===== src/rtl/reg_scoreboard.sv =====
// -----------------------------------------------------------------------------
// reg_scoreboard
//
// Producer side of register hazard detection. It sits beside the ID stage and
// keeps a small in-flight counter per architectural register. An instruction
// issued from ID with a register write marks its destination as pending. The
// matching writeback in WB retires it. The ID stage asks whether its source
// operands are still pending, and the answer is purely combinational, so it
// covers every pipeline depth between issue and retire.
//
// The caller must gate issue_valid with Hazard_detected_signal. This block
// only reports the hazard and never suppresses an issue itself.
//
// Parameters
//   REG_AW   register address width (2**REG_AW registers)
//   CNT_W    per-register in-flight counter width; max pending = 2**CNT_W-1
//   R0_ZERO  1: register 0 is hardwired, never pending, never hazards
//   STALL_W  width of the saturating stall-cycle counter
//
// Optional feature (compile-time macro): SCOREBOARD_WB_BYPASS_EN
//   When defined, a register whose last pending write retires in WB this cycle
//   is not reported pending. The register file writes in the first half-cycle,
//   so ID can read the fresh value. When undefined, the register stays pending
//   until the cycle after its retiring writeback. That costs one stall cycle
//   per RAW dependency.
//
// Ports
//   clk                     in   clock, rising edge
//   rst                     in   asynchronous active-high reset
//   sb_clear                in   synchronous clear of pending state and flags
//   issue_valid             in   instruction leaves ID into EXE this cycle
//   issue_wb_en             in   issued instruction writes a register
//   issue_dst   [REG_AW]    in   issued destination register
//   wb_valid                in   WB stage writes the register file this cycle
//   wb_dst      [REG_AW]    in   writeback destination register
//   Src1        [REG_AW]    in   ID operand 1 register
//   Src2        [REG_AW]    in   ID operand 2 register
//   is_two_source           in   Src2 is also read
//   Hazard_detected_signal  out  combinational: ID must stall
//   busy                    out  some register has a nonzero pending count
//   sb_overflow             out  sticky: issue to a register already at max
//   sb_underflow            out  sticky: writeback to a register with count 0
//   stall_count [STALL_W]   out  saturating count of hazard cycles
// -----------------------------------------------------------------------------
module reg_scoreboard #(
    parameter int REG_AW  = 5,
    parameter int CNT_W   = 2,
    parameter bit R0_ZERO = 1'b1,
    parameter int STALL_W = 16
) (
    input  logic               clk,
    input  logic               rst,
    input  logic               sb_clear,
    input  logic               issue_valid,
    input  logic               issue_wb_en,
    input  logic [REG_AW-1:0]  issue_dst,
    input  logic               wb_valid,
    input  logic [REG_AW-1:0]  wb_dst,
    input  logic [REG_AW-1:0]  Src1,
    input  logic [REG_AW-1:0]  Src2,
    input  logic               is_two_source,
    output logic               Hazard_detected_signal,
    output logic               busy,
    output logic               sb_overflow,
    output logic               sb_underflow,
    output logic [STALL_W-1:0] stall_count
);

    localparam int                 NREG      = 1 << REG_AW;
    localparam logic [CNT_W-1:0]   CNT_MAX   = '1;
    localparam logic [STALL_W-1:0] STALL_MAX = '1;

    // One bit per register. Each bit is gathered from the per-register slices below.
    logic [NREG-1:0] pend_vec;   // register reads as pending to ID this cycle
    logic [NREG-1:0] nz_vec;     // registered count is nonzero
    logic [NREG-1:0] ovf_vec;    // this cycle's issue hits a full counter
    logic [NREG-1:0] unf_vec;    // this cycle's retire hits an empty counter

    for (genvar r = 0; r < NREG; r++) begin : g_reg
        // Register 0 is hardwired when R0_ZERO is set. Its counter never moves,
        // so it can never be pending.
        localparam bit HARD_ZERO = R0_ZERO && (r == 0);

        logic [CNT_W-1:0] cnt;
        logic             inc;
        logic             dec;
        logic             wb_hit;

        assign wb_hit = wb_valid && (wb_dst == REG_AW'(r));
        assign inc    = !HARD_ZERO && issue_valid && issue_wb_en &&
                        (issue_dst == REG_AW'(r));
        assign dec    = !HARD_ZERO && wb_hit;

        // NOTE: the counters are ordinary flops rather than a RAM macro, so
        // resetting every entry is cheap. Reset also has to discard in-flight
        // state immediately.
        always_ff @(posedge clk or posedge rst) begin
            // NOTE: sequential state uses non-blocking assignments only, so
            // every flop samples values from before the edge.
            if (rst) begin
                cnt <= '0;
            end else if (sb_clear) begin
                cnt <= '0;
            end else if (inc && !dec && (cnt != CNT_MAX)) begin
                cnt <= cnt + CNT_W'(1);
            end else if (dec && !inc && (cnt != '0)) begin
                cnt <= cnt - CNT_W'(1);
            end
            // An issue and a retire to the same register cancel out. A full
            // counter holds on issue, and an empty counter holds on retire.
        end

        assign nz_vec[r]  = (cnt != '0);
        assign ovf_vec[r] = inc && (cnt == CNT_MAX);
        assign unf_vec[r] = dec && !inc && (cnt == '0);

`ifdef SCOREBOARD_WB_BYPASS_EN
        // The last outstanding write is retiring right now, and the register
        // file forwards it within the cycle.
        assign pend_vec[r] = nz_vec[r] && !(wb_hit && (cnt == CNT_W'(1)));
`else
        assign pend_vec[r] = nz_vec[r];
`endif
    end

    assign Hazard_detected_signal = pend_vec[Src1] | (is_two_source & pend_vec[Src2]);

    // busy looks only at registered counts, never at this cycle's inputs.
    assign busy = |nz_vec;

    // Sticky error flags. Only rst or sb_clear can drop them. sb_clear also
    // wins over an error detected in the same cycle.
    always_ff @(posedge clk or posedge rst) begin
        if (rst) begin
            sb_overflow  <= 1'b0;
            sb_underflow <= 1'b0;
        end else if (sb_clear) begin
            sb_overflow  <= 1'b0;
            sb_underflow <= 1'b0;
        end else begin
            if (|ovf_vec) sb_overflow  <= 1'b1;
            if (|unf_vec) sb_underflow <= 1'b1;
        end
    end

    // The stall statistics survive sb_clear. The counter stops at all-ones
    // instead of wrapping.
    always_ff @(posedge clk or posedge rst) begin
        if (rst) begin
            stall_count <= '0;
        end else if (Hazard_detected_signal && (stall_count != STALL_MAX)) begin
            stall_count <= stall_count + STALL_W'(1);
        end
    end

endmodule


===== config.mk =====
export PLATFORM = sky130hd
export DESIGN_NAME = reg_scoreboard
export DESIGN_NICKNAME = d
export VERILOG_FILES = /design/src/rtl/reg_scoreboard.sv
export SDC_FILE = /design/constraint.sdc
export NUM_CORES = 1
export LEC_CHECK = 0
export ABC_AREA = 1
export CAP_MARGIN = 20
export CORE_ASPECT_RATIO = 0.75
export CORE_MARGIN = 3
export CORE_UTILIZATION = 60
export DETAILED_ROUTE_END_ITERATION = 10
export HOLD_SLACK_MARGIN = 0.12
export PLACE_DENSITY = 0.81
export SKIP_LAST_GASP = 1
export SLEW_MARGIN = 0
export SYNTH_ARGS = -nofsm -noshare
export SYNTH_HDL_FRONTEND = slang
export SYNTH_SLANG_ARGS = --single-unit
export TNS_END_PERCENT = 100

===== constraint.sdc =====
create_clock -name clk -period 3.65 [get_ports clk]
set_input_delay 0.9125 -clock clk [delete_from_list [all_inputs] [get_ports clk]]
set_output_delay 0.9125 -clock clk [all_outputs]
set_load 0.02 [all_outputs]

==> results of run 1 <==
==> metal layers <==
layer	vias to the layer above	global-route usage [%]	routed length, um	share of wire [%]
li1	3592	-	-	-
met1	3392	50.9	9440	45
met2	445	48.7	8200	39
met3	48	11.5	2790	13
met4	0	11.3	513	2.4
met5	-	0	0	0
==> sequential cells by signal (all words and copies together) (netlist names) <==
register	flops
sb_overflow	1
stall_count	16
g.cnt	62
sb_underflow	1
==> report_power, final <==
| part | internal, W | leakage, nW | switching (W) |
|---|---|---|---|
| Clock | 0.000466 | 0.128 | 0.000406 |
| Combinational | 0.000337 | 2.41 | 0.000676 |
| Sequential | 0.00102 | 1.02 | 0.000125 |
==> stage by stage <==
stage | util, % | power, W | cell area (sq um) | hold slack, ns
3_5_place_dp | 69.4 | 0.00214 | 7250 | 0.487
4_1_cts | 72.0 | 0.00300 | 7530 | 0.497
5_1_grt | 72.0 | 0.00319 | 7520 | 0.543
3_3_place_gp | 69.4 | 0.00211 | 7250 | 0.479
6_report | 72.0 | 0.00303 | 7520 | 0.496
2_1_floorplan | - | 0.00179 | 6550 | 0.463
==> placed cells by master, fill, tap and decap left out, drive strengths merged, types with 22 or more instances in the layout <==
cell / instances
inv: 152
o21ai: 70
nand3: 128
nand2: 326
nor2: 133
o211ai: 25
dfrtp: 80
buf: 24
clkdlybuf4s50: 45
a21oi: 34
nor3: 22
==> how the worst max path moves through the flow <==
stage	depth (start not counted)	slack [ns]	from	to
3_5_place_dp	12	-0.17	Src2[0]	Hazard_detected_signal
3_3_place_gp	10	-0.14	Src1[0]	Hazard_detected_signal
2_1_floorplan	1	0.69	rst	g_reg[10].cnt[0]$_DFFE_PP0P_
6_report	5	0.14	g_reg[24].cnt[1]$_DFFE_PP0P_	busy
4_1_cts	12	0.09	Src2[0]	Hazard_detected_signal
5_1_grt	11	0.07	Src2[0]	Hazard_detected_signal
==> repair_timing <==
item | CTS | global route
gates cloned | 0 | 0
endpoints found under the setup margin | 1 | 1
resized for setup | 1 | 2
==> cells by family (layout without fill, tap and decap cells) <==
logic type                 Yosys count  after routing  share of synthesized area (%)
xor gates and xnor gates             9              9                           1.20
buffers and inverters              173            237                           10.9
and+or+nand+nor                    634            634                           42.2
adders and majority gates            1              1                          0.191
AOI/OAI and AO/OA                  164            164                           14.9
DFF                                 80             80                           30.6
==> final cells by class <==
| cell class | instances | area share (%) |
|---|---|---|
| inverter | 151 | 7.58 |
| clock inverter | 7 | 0.715 |
| multi-input combinational | 808 | 50.9 |
| timing repair buffer | 70 | 8.95 |
| clock buffer | 9 | 2.99 |
| sequential | 80 | 26.6 |
| tap | 136 | 2.26 |
==> results.py, run 1 <==
metrics = {
    "synth": {
        "synth.top_cells.by_area": "dfrtp_1, nand2_1, nand3_1, inv_1, nor2_1",
        "netlist-cell-type-count": 40,
        "synthTopCellsByCount": "nand2_1, inv_1, nor2_1, nand3_1, dfrtp_1",
        "synth_area_sq_um": 6550,
        "async_flop_share_pct": 100,
        "yosysMostFrequentCell": "nand2_1",
        "post_synth_inst_count": 1061,
        "ys_seq_area_share_pct": 30.6,
        "ys_warn_count": 0,
        "synth_net_count": 1089,
        "syn_area_per_cell_sq_um": 6.17,
        "post-synth-top-area-fraction_pct": 30.6,
        "synth-edff-count": 0,
        "synth_largest_area_cell": "dfrtp_1",
        "yosys_register_bits": 80,
        "synth-main-ff-cell": "dfrtp_1",
    },
    "timing": {
        "final.min_clock_period_ns": 3.51,
        "finalWorstSetupSlack_ns": 0.135,
        "final_min_period_over_clock_period_pct": 96.3,
        "final_max_slew_viol_count": 0,
        "worst-slew-pin-transition_ns": 0.678,
        "worst_clock_skew_ns": 0.00689,
        "rsz0062_at_grt": "false",
        "tns_ns": 0,
        "timing.final.setup_violations": 0,
        "slew_headroom_pct": 54.7,
        "clock.fmax_mhz": 285,
        "final_hold_viol_count": 0,
    },
    "cells_and_area": {
        "area.growth.synth_to_final_pct": 14.9,
        "fillerInstances": 933,
        "stdcell_count": 1261,
        "multi_input_comb_area_sq_um": 3830,
        "final_layout_size_suffix_gt1_share_pct": 7.38,
        "nNetsFinal": 1148,
        "antenna-diode-count": 0,
        "final-seq-area_sq_um": 2000,
    },
    "detailed_routing": {
        "ant_nets": 0,
        "wl_per_cell_um": 16.6,
        "dr.first_iter.drc_count": 847,
        "drt_pre_antenna_iters": 6,
        "route.vias.total": 7477,
        "post_drt_via_cell_ratio": 5.93,
        "wirelength_um": 20900,
        "drt_drc_violations_left": 0,
    },
    "setup_path": {
        "timing.reg2reg.worst_path_depth": 14,
        "category_of_the_worst_setup_path_capture_point": "primary output",
        "required_time_of_the_critical_path_ns": 2.74,
        "rr_startpoint": "g_reg[28].cnt[1]$_DFFE_PP0P_",
        "criticalPathCategory": "flip-flop to primary output",
        "critPathLaunchType": "flip-flop",
        "crit_chain": "nor2_1 -> nand3_1 -> nor4_1 -> nand4_1 -> clkdlybuf4s50_1",
        "timing.critical_path.buf_inv": 1,
        "reg2reg_to": "stall_count[5]$_DFFE_PP0P_",
        "arrival_ns": 2.60,
        "regToRegSetupSlack_ns": 1.36,
        "critical_path.max_fanout": 5,
        "critical_path_cell_with_the_highest_stage_delay": "clkdlybuf4s50_1",
        "critical-path-top-delay-family": "simple AND/OR/NAND/NOR gates",
        "cpPeakStageDelay_ns": 0.61,
    },
    "hold_path": {
        "hp-start": "g_reg[10].cnt[0]$_DFFE_PP0P_",
        "hp-class": "flip-flop to flip-flop",
        "worst_hold_path.endpoint": "g_reg[10].cnt[0]$_DFFE_PP0P_",
        "min_delay_path_depth": 1,
    },
    "placed_design": {
        "hpwlAfterDp_um": 16400,
        "place_ws_ns": -0.171,
        "finalWeightedCongestion": 1.03,
        "placed_instances": 1245,
        "place.port_buffers": 46,
    },
    "floorplan": {
        "fp-row-count": 32,
        "die_w_um": 127,
        "io_count": 47,
        "die_y_um": 96.5,
        "total_die_area_sq_um": 12200,
        "start_util_pct": 62.6,
        "area_inside_the_core_boundary_sq_um": 10500,
    },
    "clock_network": {
        "tritoncts": "yes",
        "clock_latency_ns": 0.35,
        "cts-htree-levels": 3,
        "clk_root_buffer_cell": "clkbuf_16",
        "clkSlewWorstSetupHoldPaths_ns": 0.07,
        "tritoncts_num_sinks": 80,
        "cts_buffer_depth": 2,
        "cts-buffers-inserted": 9,
        "hold_buffers": 0,
        "cts.repair_timing.setup_buffer_count": 0,
    },
    "power": {
        "power.density_cell_area_nw_per_um2": 402,
        "peakVddDrop_mv": 0.236,
        "total_leakage_power_nw": 3.56,
    },
    "grt": {
        "gr-usage-all-layers_pct": 34.9,
        "globalRoute.totalOverflow": 0,
        "grt_pass1_vias": 6606,
        "grt_first_pass_wirelength_um": 33500,
        "grt_start_max_net_pins": 44,
        "grt_antenna_before_repair": 0,
    },
    "job": {
        "maxCapViolations": 0,
    },
    "outcome": {
        "run_status": "finished clean",
    },
}
Note: power is estimated with default switching activity, not from simulation.
==> run 2: changes to the inputs <==
--- a/config.mk
+++ b/config.mk
@@ -8,11 +8,10 @@
 export ABC_AREA = 1
 export CAP_MARGIN = 20
 export CORE_ASPECT_RATIO = 0.75
-export CORE_MARGIN = 3
-export CORE_UTILIZATION = 60
+export CORE_MARGIN = 2
+export CORE_UTILIZATION = 30
 export DETAILED_ROUTE_END_ITERATION = 10
 export HOLD_SLACK_MARGIN = 0.12
-export PLACE_DENSITY = 0.81
 export SKIP_LAST_GASP = 1
 export SLEW_MARGIN = 0
 export SYNTH_ARGS = -nofsm -noshare
==> results.py, run 2 (synthesized netlist as in run 1, its figures left out) <==
metrics = {
    "outcome": {
        "run_status": "finished clean",
    },
    "grt": {
        "grt_start_max_net_pins": 46,
        "grt_antenna_before_repair": 0,
        "grt_pass1_vias": 6397,
        "grt_first_pass_wirelength_um": 35300,
        "globalRoute.totalOverflow": 0,
        "gr-usage-all-layers_pct": 19.6,
    },
    "clock_network": {
        "tritoncts_num_sinks": 80,
        "clk_root_buffer_cell": "clkbuf_16",
        "cts.repair_timing.setup_buffer_count": 0,
        "cts-htree-levels": 3,
        "hold_buffers": 0,
        "clock_latency_ns": 0.35,
        "cts-buffers-inserted": 9,
        "tritoncts": "yes",
        "cts_buffer_depth": 2,
        "clkSlewWorstSetupHoldPaths_ns": 0.06,
    },
    "timing": {
        "timing.final.setup_violations": 0,
        "final_min_period_over_clock_period_pct": 95.0,
        "rsz0062_at_grt": "false",
        "final_max_slew_viol_count": 0,
        "clock.fmax_mhz": 288,
        "final.min_clock_period_ns": 3.47,
        "final_hold_viol_count": 0,
        "slew_headroom_pct": 61.7,
        "worst-slew-pin-transition_ns": 0.572,
        "worst_clock_skew_ns": 0.0103,
    },
    "cells_and_area": {
        "most_common_cell_after_layout_fill_and_taps_aside": "nand2_1",
        "fillerInstances": 2360,
        "layout.core_utilization_pct": 36.0,
        "regMostFlops": "g.cnt",
        "multi_input_comb_area_sq_um": 3830,
        "area.growth.synth_to_final_pct": 17.2,
        "highest_count_cells_in_the_layout_ignoring_fill_and_taps": "nand2_1, inv_1, nor2_1",
        "final_layout_size_suffix_gt1_share_pct": 7.20,
        "final-seq-area_sq_um": 2000,
        "layout_top_registers": "g.cnt: 62 flops, stall_count: 16 flops",
        "antenna-diode-count": 0,
        "largest_register_ffs": 62,
        "nNetsFinal": 1149,
    },
    "setup_path": {
        "critical_path_cell_with_the_highest_stage_delay": "clkdlybuf4s50_1",
        "criticalPathCategory": "flip-flop to primary output",
        "required_time_of_the_critical_path_ns": 2.74,
        "cpPeakStageDelay_ns": 0.58,
        "critical_path.max_fanout": 4,
        "category_of_the_worst_setup_path_capture_point": "primary output",
        "arrival_ns": 2.56,
        "crit_chain": "nor2_1 -> nand4_1 -> nor4_1 -> nand4_1 -> clkdlybuf4s50_1",
        "critical-path-top-cell-by-count": "nand4_1",
        "critPathLaunchType": "flip-flop",
    },
    "detailed_routing": {
        "dr.first_iter.drc_count": 685,
        "ant_nets": 0,
        "route.vias.total": 7110,
        "wirelength_um": 22400,
        "wl_per_cell_um": 15.8,
        "drt_drc_violations_left": 0,
        "drt_pre_antenna_iters": 6,
        "post_drt_via_cell_ratio": 5.03,
    },
    "power": {
        "total_power_w": 0.00301,
        "peakVddDrop_mv": 0.193,
        "power.density_cell_area_nw_per_um2": 393,
        "total_leakage_power_nw": 3.56,
    },
    "placed_design": {
        "finalWeightedCongestion": 1.01,
        "place.port_buffers": 46,
        "hpwlAfterDp_um": 17800,
    },
    "hold_path": {
        "hp-class": "flip-flop to flip-flop",
    },
    "floorplan": {
        "start_util_pct": 30.7,
        "io_count": 47,
        "total_die_area_sq_um": 23000,
        "die_y_um": 132,
        "die_w_um": 175,
        "area_inside_the_core_boundary_sq_um": 21300,
        "fp-row-count": 46,
    },
    "job": {
        "maxCapViolations": 0,
    },
}
==> run 2: cell count changes in the layout (fill, tap and decap cells not counted), sizes merged <==
| cell | change |
|---|---|
| clkinvlp | -3 |
| buf | +1 |
| clkinv | +1 |
| clkbuf | +2 |
| inv | -1 |
==> run 2: routing by layer <==
layer | GRT usage [%] | share of wire [%] | vias up
li1 | - | - | 3598
met1 | 30.6 | 50 | 3230
met2 | 27.6 | 40 | 259
met3 | 3.84 | 8.4 | 23
met4 | 3.84 | 0.99 | 0
met5 | 0 | 0 | -
==> run 2: final timing paths <==
check | cells past startpoint | from | endpoint | slack [ns]
max reg2reg | 14 | g_reg[26].cnt[1]$_DFFE_PP0P_ | stall_count[11]$_DFFE_PP0P_ | 1.44
min | 1 | g_reg[10].cnt[0]$_DFFE_PP0P_ | g_reg[10].cnt[0]$_DFFE_PP0P_ | 0.50
min in group asynchronous | 2 | rst | stall_count[15]$_DFFE_PP0P_ | 0.88
max | 5 | g_reg[26].cnt[1]$_DFFE_PP0P_ | busy | 0.18
max in group asynchronous | 3 | rst | g_reg[9].cnt[1]$_DFFE_PP0P_ | 2.05
min reg2reg | 1 | g_reg[10].cnt[0]$_DFFE_PP0P_ | g_reg[10].cnt[0]$_DFFE_PP0P_ | 0.50
==> run 2: power by group <==
group          internal (W)  switching (W)  total (W)
combinational      0.000338       0.000678    0.00102
sequential          0.00102       0.000121    0.00114
clock              0.000462       0.000396   0.000858
total               0.00182        0.00120    0.00301
==> run 2: per-stage QoR <==
| step | TNS, ns | cells | instance area [sq um] | setup slack (ns) | hold WS [ns] |
|---|---|---|---|---|---|
| 6_report | 0 | 1413 | 7670 | 0.182 | 0.501 |
| 5_1_grt | 0 | 1413 | 7670 | 0.0946 | 0.521 |
| 4_1_cts | 0 | 1413 | 7670 | 0.0582 | 0.503 |
| 3_5_place_dp | -0.213 | 1398 | 7410 | -0.213 | 0.494 |
| 3_3_place_gp | -0.205 | 1398 | 7410 | -0.205 | 0.484 |
| 2_1_floorplan | 0 | 1061 | 6550 | 0.686 | 0.463 |
==> run 2: area by class of cell <==
cell class,instances,area share [%]
multi-input combinational,808,49.9
sequential,80,26.1
timing repair buffer,71,8.39
inverter,151,7.44
tap,288,4.70
clock buffer,11,3.03
clock inverter,4,0.408
==> run 2: repair_timing <==
item | in CTS | in global routing
gates cloned | 0 | 0
pin swaps | 0 | 0
resized for setup | 1 | 2
setup endpoints to repair | 1 | 1
==> run 2: critical path, delay by kind of cell (launching register included) <==
| kind | cells | cell delay (ns) |
|---|---|---|
| AND/OR/NAND/NOR | 4 | 1.25 |
| buffers and inverters | 1 | 0.58 |
| flip-flops | 1 | 0.39 |
